--- src/rtl/store_commit_buffer_if.sv ---
// Store-queue to dcache bundle: committed-store ports with their accepts,
// the memory write port driven from the buffer head, and the load snoop ports.
interface store_commit_buffer_if #(
  parameter int NUM_PORTS = 2,
  parameter int NUM_LD    = 2
);

  // SQ_DCACHE_PACKET; sign_size is MEM_FUNC: [2] sign, [1:0] size (0 byte, 1 half, 2 word)
  typedef struct packed {
    logic        valid;
    logic [31:0] addr;
    logic [2:0]  sign_size;
    logic [31:0] data;
  } sq_dcache_packet_t;

  sq_dcache_packet_t [NUM_PORTS-1:0] sq_dcache_packet;
  logic [NUM_PORTS-1:0]              dcache_accept;

  logic        mem_req_valid;
  logic [31:0] mem_req_addr;
  logic [31:0] mem_req_data;
  logic [3:0]  mem_req_be;
  logic        mem_req_ready;

  logic [NUM_LD-1:0][31:0] ld_addr;
  logic [NUM_LD-1:0][3:0]  fwd_mask;
  logic [NUM_LD-1:0][31:0] fwd_data;

  // Store queue, memory and load pipeline side
  modport master (
    output sq_dcache_packet, mem_req_ready, ld_addr,
    input  dcache_accept, mem_req_valid, mem_req_addr, mem_req_data, mem_req_be,
    input  fwd_mask, fwd_data
  );

  // Commit buffer side
  modport slave (
    input  sq_dcache_packet, mem_req_ready, ld_addr,
    output dcache_accept, mem_req_valid, mem_req_addr, mem_req_data, mem_req_be,
    output fwd_mask, fwd_data
  );

endinterface

--- src/rtl/store_commit_buffer.sv ---
// In-order write buffer between store-queue retirement and the memory write
// port. Accepts an in-order prefix of committed stores per cycle, coalesces
// into the youngest non-head entry, drains one entry per handshake and lets
// loads snoop the buffered bytes.
module store_commit_buffer #(
  parameter int  NUM_PORTS = 2,  // NUM_SQ_DCACHE
  parameter int  DEPTH     = 4,  // power of two, >= 2
  parameter int  NUM_LD    = 2,  // NUM_FU_LOAD
  localparam int PTR_W     = $clog2(DEPTH),
  localparam int CNT_W     = PTR_W + 1
) (
  input  logic                 clock,
  input  logic                 reset,
  store_commit_buffer_if.slave bus,
  output logic [CNT_W-1:0]     count,
  output logic                 empty
);

  localparam logic [1:0] SZ_BYTE = 2'd0;
  localparam logic [1:0] SZ_HALF = 2'd1;

  typedef struct packed {
    logic [29:0] waddr;
    logic [3:0]  be;
    logic [31:0] data;
  } entry_t;

  logic [DEPTH-1:0] r_valid;
  entry_t           r_entry [DEPTH];
  logic [PTR_W-1:0] r_head;
  logic [PTR_W-1:0] r_tail;
  logic [CNT_W-1:0] r_count;

  logic [DEPTH-1:0]     w_valid_n;
  entry_t               w_entry_n [DEPTH];
  logic [PTR_W-1:0]     w_tail_n;
  logic [CNT_W-1:0]     w_count_n;
  logic [NUM_PORTS-1:0] w_accept;
  logic                 w_pop;
  logic [CNT_W-1:0]     w_free;
  logic [CNT_W-1:0]     w_allocs;
  logic [PTR_W-1:0]     w_young;
  logic                 w_young_ok;
  logic                 w_stop;
  logic [3:0]           w_be;
  logic [31:0]          w_data;

  logic [NUM_LD-1:0][3:0]  w_fwd_mask;
  logic [NUM_LD-1:0][31:0] w_fwd_data;
  logic                    w_unused;

  // Place a store's bytes at their lanes within the word; returns {be, data}
  function automatic logic [35:0] realign(input logic [1:0]  size,
                                          input logic [1:0]  off,
                                          input logic [31:0] d);
    logic [3:0]  be;
    logic [31:0] wd;
    case (size)
      SZ_BYTE: begin
        be = 4'b0001 << off;
        wd = {24'b0, d[7:0]} << {off, 3'b000};
      end
      SZ_HALF: begin
        be = 4'b0011 << {off[1], 1'b0};
        wd = {16'b0, d[15:0]} << {off[1], 4'b0000};
      end
      default: begin
        be = 4'hF;
        wd = d;
      end
    endcase
    return {be, wd};
  endfunction

  function automatic logic [31:0] byte_mask(input logic [3:0] be);
    return {{8{be[3]}}, {8{be[2]}}, {8{be[1]}}, {8{be[0]}}};
  endfunction

  // Accept prefix, merge/allocate in port order, head pop and next count
  always_comb begin
    // NOTE: every variable gets a default before any branch so no path can
    // leave one unassigned, which would otherwise infer a latch.
    w_valid_n  = r_valid;
    w_entry_n  = r_entry;
    w_tail_n   = r_tail;
    w_accept   = '0;
    w_free     = CNT_W'(DEPTH) - r_count;
    w_allocs   = '0;
    w_stop     = reset;
    w_young    = r_tail - PTR_W'(1);
    w_young_ok = (r_count != '0);
    w_be       = '0;
    w_data     = '0;
    // NOTE: blocking assignments here model ordering within the cycle: port
    // i+1 sees the entry port i just merged into or allocated.
    for (int i = 0; i < NUM_PORTS; i++) begin
      {w_be, w_data} = realign(bus.sq_dcache_packet[i].sign_size[1:0],
                               bus.sq_dcache_packet[i].addr[1:0],
                               bus.sq_dcache_packet[i].data);
      if (!w_stop && bus.sq_dcache_packet[i].valid) begin
        if (w_young_ok && (w_young != r_head) &&
            (w_entry_n[w_young].waddr == bus.sq_dcache_packet[i].addr[31:2])) begin
          w_accept[i]               = 1'b1;
          w_entry_n[w_young].be     = w_entry_n[w_young].be | w_be;
          w_entry_n[w_young].data   = (w_entry_n[w_young].data & ~byte_mask(w_be)) | w_data;
        end else if (w_allocs < w_free) begin
          w_accept[i]               = 1'b1;
          w_valid_n[w_tail_n]       = 1'b1;
          w_entry_n[w_tail_n].waddr = bus.sq_dcache_packet[i].addr[31:2];
          w_entry_n[w_tail_n].be    = w_be;
          w_entry_n[w_tail_n].data  = w_data;
          w_young                   = w_tail_n;
          w_young_ok                = 1'b1;
          w_tail_n                  = w_tail_n + PTR_W'(1);
          w_allocs                  = w_allocs + CNT_W'(1);
        end else begin
          w_stop = 1'b1;
        end
      end else begin
        w_stop = 1'b1;
      end
    end
    // A slot freed by this pop is only offered to stores from the next cycle
    w_pop = (r_count != '0) && bus.mem_req_ready && !reset;
    if (w_pop) w_valid_n[r_head] = 1'b0;
    w_count_n = r_count + w_allocs - CNT_W'(w_pop);
  end

  // Control state: valid bits, pointers and occupancy
  always_ff @(posedge clock) begin
    if (reset) begin
      r_valid <= '0;
      r_head  <= '0;
      r_tail  <= '0;
      r_count <= '0;
    end else begin
      r_valid <= w_valid_n;
      r_tail  <= w_tail_n;
      r_count <= w_count_n;
      if (w_pop) r_head <= r_head + PTR_W'(1);
    end
  end

  // Entry payload storage
  // NOTE: the payload array is left out of reset; r_valid and r_count gate
  // every use of it, so clearing it would only add reset fan-out.
  always_ff @(posedge clock) begin
    r_entry <= w_entry_n;
  end

  // Per-byte forwarding from the youngest buffered entry that wrote the byte
  always_comb begin
    w_fwd_mask = '0;
    w_fwd_data = '0;
    for (int n = 0; n < NUM_LD; n++) begin
      for (int k = 0; k < DEPTH; k++) begin
        // Walk oldest to youngest so a later hit overrides an earlier one
        if (r_valid[r_head + PTR_W'(k)] &&
            (r_entry[r_head + PTR_W'(k)].waddr == bus.ld_addr[n][31:2])) begin
          for (int b = 0; b < 4; b++) begin
            if (r_entry[r_head + PTR_W'(k)].be[b]) begin
              w_fwd_mask[n][b]       = 1'b1;
              w_fwd_data[n][8*b +: 8] = r_entry[r_head + PTR_W'(k)].data[8*b +: 8];
            end
          end
        end
      end
    end
  end

  // Sign bits and the load byte offset carry no information for this block
  always_comb begin
    w_unused = 1'b0;
    for (int i = 0; i < NUM_PORTS; i++) w_unused = w_unused ^ bus.sq_dcache_packet[i].sign_size[2];
    for (int n = 0; n < NUM_LD; n++) w_unused = w_unused ^ (^bus.ld_addr[n][1:0]);
  end

  assign bus.dcache_accept = w_accept;
  assign bus.mem_req_valid = (r_count != '0);
  assign bus.mem_req_addr  = {r_entry[r_head].waddr, 2'b00};
  assign bus.mem_req_data  = r_entry[r_head].data;
  assign bus.mem_req_be    = r_entry[r_head].be;
  assign bus.fwd_mask      = w_fwd_mask;
  assign bus.fwd_data      = w_fwd_data;
  assign count             = r_count;
  assign empty             = (r_count == '0);

endmodule

--- src/flat_wrapper.sv ---
// flat-port wrapper written by rule: the top's interface ports become plain ports
module store_commit_buffer_flat 
#(
  parameter int  NUM_PORTS = 2,                  
  parameter int  DEPTH     = 4,                       
  parameter int  NUM_LD    = 2,                
  localparam int PTR_W     = $clog2(DEPTH),
  localparam int CNT_W     = PTR_W + 1
)
  (clock, reset, count, empty, bus_sq_dcache_packet, bus_mem_req_ready, bus_ld_addr, bus_dcache_accept, bus_mem_req_valid, bus_mem_req_addr, bus_mem_req_data, bus_mem_req_be, bus_fwd_mask, bus_fwd_data);
  store_commit_buffer_if #(.NUM_PORTS(NUM_PORTS), .NUM_LD(NUM_LD)) bus_i ();
  input  logic clock;
  input  logic reset;
  output logic [CNT_W-1:0] count;
  output logic empty;
  input wire logic [$bits(bus_i.sq_dcache_packet)-1:0] bus_sq_dcache_packet;
  input wire logic [$bits(bus_i.mem_req_ready)-1:0] bus_mem_req_ready;
  input wire logic [$bits(bus_i.ld_addr)-1:0] bus_ld_addr;
  output wire logic [$bits(bus_i.dcache_accept)-1:0] bus_dcache_accept;
  output wire logic [$bits(bus_i.mem_req_valid)-1:0] bus_mem_req_valid;
  output wire logic [$bits(bus_i.mem_req_addr)-1:0] bus_mem_req_addr;
  output wire logic [$bits(bus_i.mem_req_data)-1:0] bus_mem_req_data;
  output wire logic [$bits(bus_i.mem_req_be)-1:0] bus_mem_req_be;
  output wire logic [$bits(bus_i.fwd_mask)-1:0] bus_fwd_mask;
  output wire logic [$bits(bus_i.fwd_data)-1:0] bus_fwd_data;
  assign bus_i.sq_dcache_packet = bus_sq_dcache_packet;
  assign bus_i.mem_req_ready = bus_mem_req_ready;
  assign bus_i.ld_addr = bus_ld_addr;
  assign bus_dcache_accept = bus_i.dcache_accept;
  assign bus_mem_req_valid = bus_i.mem_req_valid;
  assign bus_mem_req_addr = bus_i.mem_req_addr;
  assign bus_mem_req_data = bus_i.mem_req_data;
  assign bus_mem_req_be = bus_i.mem_req_be;
  assign bus_fwd_mask = bus_i.fwd_mask;
  assign bus_fwd_data = bus_i.fwd_data;
  store_commit_buffer #(.NUM_PORTS(NUM_PORTS), .DEPTH(DEPTH), .NUM_LD(NUM_LD)) u_core (.clock(clock), .reset(reset), .bus(bus_i), .count(count), .empty(empty));
endmodule
--- config.mk ---
export PLATFORM = sky130hd
export DESIGN_NAME = store_commit_buffer_flat
export DESIGN_NICKNAME = d
export VERILOG_FILES = /design/src/rtl/store_commit_buffer_if.sv /design/src/rtl/store_commit_buffer.sv /design/src/flat_wrapper.sv
export SDC_FILE = /design/constraint.sdc
export NUM_CORES = 2
export LEC_CHECK = 0
export ABC_AREA = 1
export ABC_CLOCK_PERIOD_IN_PS = 5300
export BUFFER_PORTS_ARGS = -buffer_cell sky130_fd_sc_hd__buf_2
export CAP_MARGIN = 20
export CORE_MARGIN = 4
export CORE_UTILIZATION = 25
export DETAILED_ROUTE_END_ITERATION = 7
export PLACE_DENSITY_LB_ADDON = 0.08
export SLEW_MARGIN = 25
export SYNTH_ARGS = -nofsm -noshare
export SYNTH_HDL_FRONTEND = slang
export SYNTH_SLANG_ARGS = --single-unit
--- constraint.sdc ---
create_clock -name clock -period 5.3 [get_ports clock]
set_clock_uncertainty 0.15 [all_clocks]
set_input_delay 0.795 -clock clock [delete_from_list [all_inputs] [get_ports clock]]
set_output_delay 0.795 -clock clock [all_outputs]
set_load 0.02 [all_outputs]
==> impl_metrics.env <==
export IMPL_status="finished with violations"
export IMPL_violations="setup timing"
export IMPL_wl_per_cell_um=27.2
export IMPL_place_ws_ps=-778
export IMPL_max_vdd_ir_drop_mv=0.441
export IMPL_synth_seq_cells=275
export IMPL_dieArea_sq_um=162000
export IMPL_yosysTopAreaCellShare=0.260
export IMPL_cts_root_buf="clkbuf_16"
export IMPL_p_leak_nw=27.8
export IMPL_holdCritStartpoint="reset"
export IMPL_yosysTopAreaCell="nand2_1"
export IMPL_slew_headroom=0.161
export IMPL_r2r_start="u_core.r_tail[0]"
export IMPL_drc=0
export IMPL_antenna_left=0
export IMPL_min_period_over_period=1.14
export IMPL_finalHoldViolCount=0
export IMPL_synth_flop_cell="dfxtp_1"
export IMPL_end_kind="output port"
export IMPL_die_w_um=403
export IMPL_crit_fanout=6
export IMPL_initial_core_util=0.252
export IMPL_register_area_sq_um=5520
export IMPL_cp_top_family="simple AND/OR/NAND/NOR gates"
export IMPL_drive_gt1_frac=0.246
export IMPL_fillers=17100
export IMPL_worstPathBufferInverterCount=12
export IMPL_area_growth_pct=46.3
export IMPL_cts_buffers=43
export IMPL_synth_cells=7541
export IMPL_place_gp_congestion=0.986
export IMPL_cp_common_cell="nand2_2"
export IMPL_placedInstanceArea_sq_um=48600
export IMPL_finalPower_w=0.0406
export IMPL_setup_violations_final=286
export IMPL_max_stage_delay_ps=340
export IMPL_hpwl_mm=200
export IMPL_worst_slack_ps=-755
export IMPL_vias_per_cell=5.53
export IMPL_antenna_found_initial=39
export IMPL_wl_mm=286
export IMPL_clk_latency_ps=670
export IMPL_syn_avg_cell_area_sq_um=5.17
export IMPL_path_clk_slew_ps=60
export IMPL_syn_area_sq_um=39000
export IMPL_slew_viol_final=0
export IMPL_cts_htree_levels=2
export IMPL_synth_common_cells="nand2_1 (2704), o21ai_0 (1196), inv_1 (814)"
export IMPL_crit_path_start_kind="register"
export IMPL_core_sq_um=155000
export IMPL_critPathLaunch="u_core.r_tail[0]"
export IMPL_cp_depth=35
export IMPL_grt_pass1_wl_mm=382
export IMPL_fin_area_sq_um=57100
export IMPL_synth_cell_types=57
export IMPL_synth_edff_count=0
export IMPL_timing_fmax_ghz=0.165
export IMPL_async_flop_share=0
export IMPL_die_h_um=403
export IMPL_seq_area_frac_synth=0.141
export IMPL_clock_sinks=275
export IMPL_rsz0062_at_grt="yes"
export IMPL_num_vias=58000
export IMPL_grt_usage=0.320
export IMPL_cts_tree="yes"
export IMPL_cts_buffer_depth=3
export IMPL_powerDensity_nw_per_um2=711
export IMPL_finalCriticalPeriod_ps=6060
export IMPL_grt_max_degree=138
export IMPL_placementRows=144
export IMPL_cp_slowest_cell="dfxtp_4"
export IMPL_synth_most_common_cell="nand2_1"
export IMPL_final_util=0.369
export IMPL_pin_count=350
export IMPL_port_buffers=341
export IMPL_max_cap_violations=0
export IMPL_crit_type="register to output port"
export IMPL_nets=8618
export IMPL_drtPass1Iterations=8
export IMPL_cp_required_ps=4360
export IMPL_synth_area_top_cells="nand2_1 (26%), o21ai_0 (15%), dfxtp_1 (14%)"
export IMPL_grt_overflow=0
export IMPL_worst_pin_slew_ps=1240
export IMPL_cp_arrival_ps=5110
export IMPL_ctsHoldBuffers=0
export IMPL_r2r_cells=46
export IMPL_whs_path_depth=2
export IMPL_multi_input_area_sq_um=31600
export IMPL_grt_pass1_vias=50900
export IMPL_yosysWarnings=0
export IMPL_drt_iter0_markers=7850
export IMPL_hp_class="primary input to register"
==> flip-flops by register name (all words and copies together), names as in the netlist <==
signal and flops:
u_core.r_valid 4, u_core.r_tail 2, u_core.count 3, u_core.r_entry 264, u_core.r_head 2
==> metrics by stage <==
step / hold slack (ps) / TNS, ps / instances
2_1_floorplan: 369 / 0 / 7542
3_3_place_gp: 397 / -158590 / 10200
3_5_place_dp: 390 / -148400 / 10200
4_1_cts: 257 / -1830 / 10400
5_1_grt: 269 / -97260 / 10500
6_report: 254 / -47280 / 10500
==> cell usage in the layout, fill, tap and decap left out, drive strengths merged, types with 17 or more instances in the layout <==
cell type	Yosys	routed
a211oi	17	17
a21oi	174	174
a221oi	33	33
a22oi	23	23
a31o	18	18
a31oi	55	55
buf	197	1316
clkbuf	355	105
clkinv	16	19
dfxtp	275	275
diode	0	26
ha	22	22
inv	824	829
mux2i	24	24
nand2	2708	2709
nand3	609	609
nand4	104	104
nor2	274	274
nor4	20	20
o2111ai	18	18
o211ai	233	233
o21ai	1231	1231
o221ai	24	24
o22ai	40	40
or2	46	46
xor2	75	75
==> per-layer routing <==
| layer | global-route usage | vias up | part of all wire |
|---|---|---|---|
| met5 | 0 | - | 0.00020 |
| met4 | 0.109 | 8 | 0.040 |
| met3 | 0.0613 | 517 | 0.11 |
| met2 | 0.481 | 3276 | 0.42 |
| met1 | 0.456 | 27500 | 0.44 |
| li1 | - | 26700 | - |
==> final cells by class <==
class / count / share of cell area
Multi-Input combinational cell: 5876 / 0.553
Timing Repair Buffer: 1353 / 0.221
Sequential cell: 275 / 0.0967
Inverter: 840 / 0.0569
Tap cell: 2044 / 0.0448
Clock buffer: 69 / 0.0236
Clock inverter: 7 / 0.00182
Antenna cell: 26 / 0.00114
Timing Repair inverter: 3 / 0.000724
==> timing repair <==
action,4_1_cts,5_1_grt
gates cloned,29,41
endpoints found under the setup margin,346,343
pin swaps,104,115
resized for setup,595,574
buffers inserted,105,75
hold endpoints to repair,0,0
==> report_power, final <==
group	internal [W]	total, W	switching (W)	leakage (nW)
registers	0.00314	0.00414	0.00100	2.31
logic	0.0112	0.0333	0.0221	24.8
clock network	0.00179	0.00311	0.00132	0.714
==> path summary, 6_finish.rpt <==
path / to / slack [ps]
min reg2reg: u_core.r_valid[3] / 410
max reg2reg: u_core.count[1] / -640
min: u_core.count[1] / 250
max: bus_dcache_accept[1] / -760
==> cells by family after synthesis <==
group,synth area share
multiplexers,0.00616
AND/OR/NAND/NOR,0.400
XOR/XNOR,0.0204
flip-flops,0.141
other,0.0000961
AO/OA/AOI/OAI,0.285
adder cells (fa/ha/maj),0.00757
buffers and inverters,0.139
(Power assumes the default switching activity.)
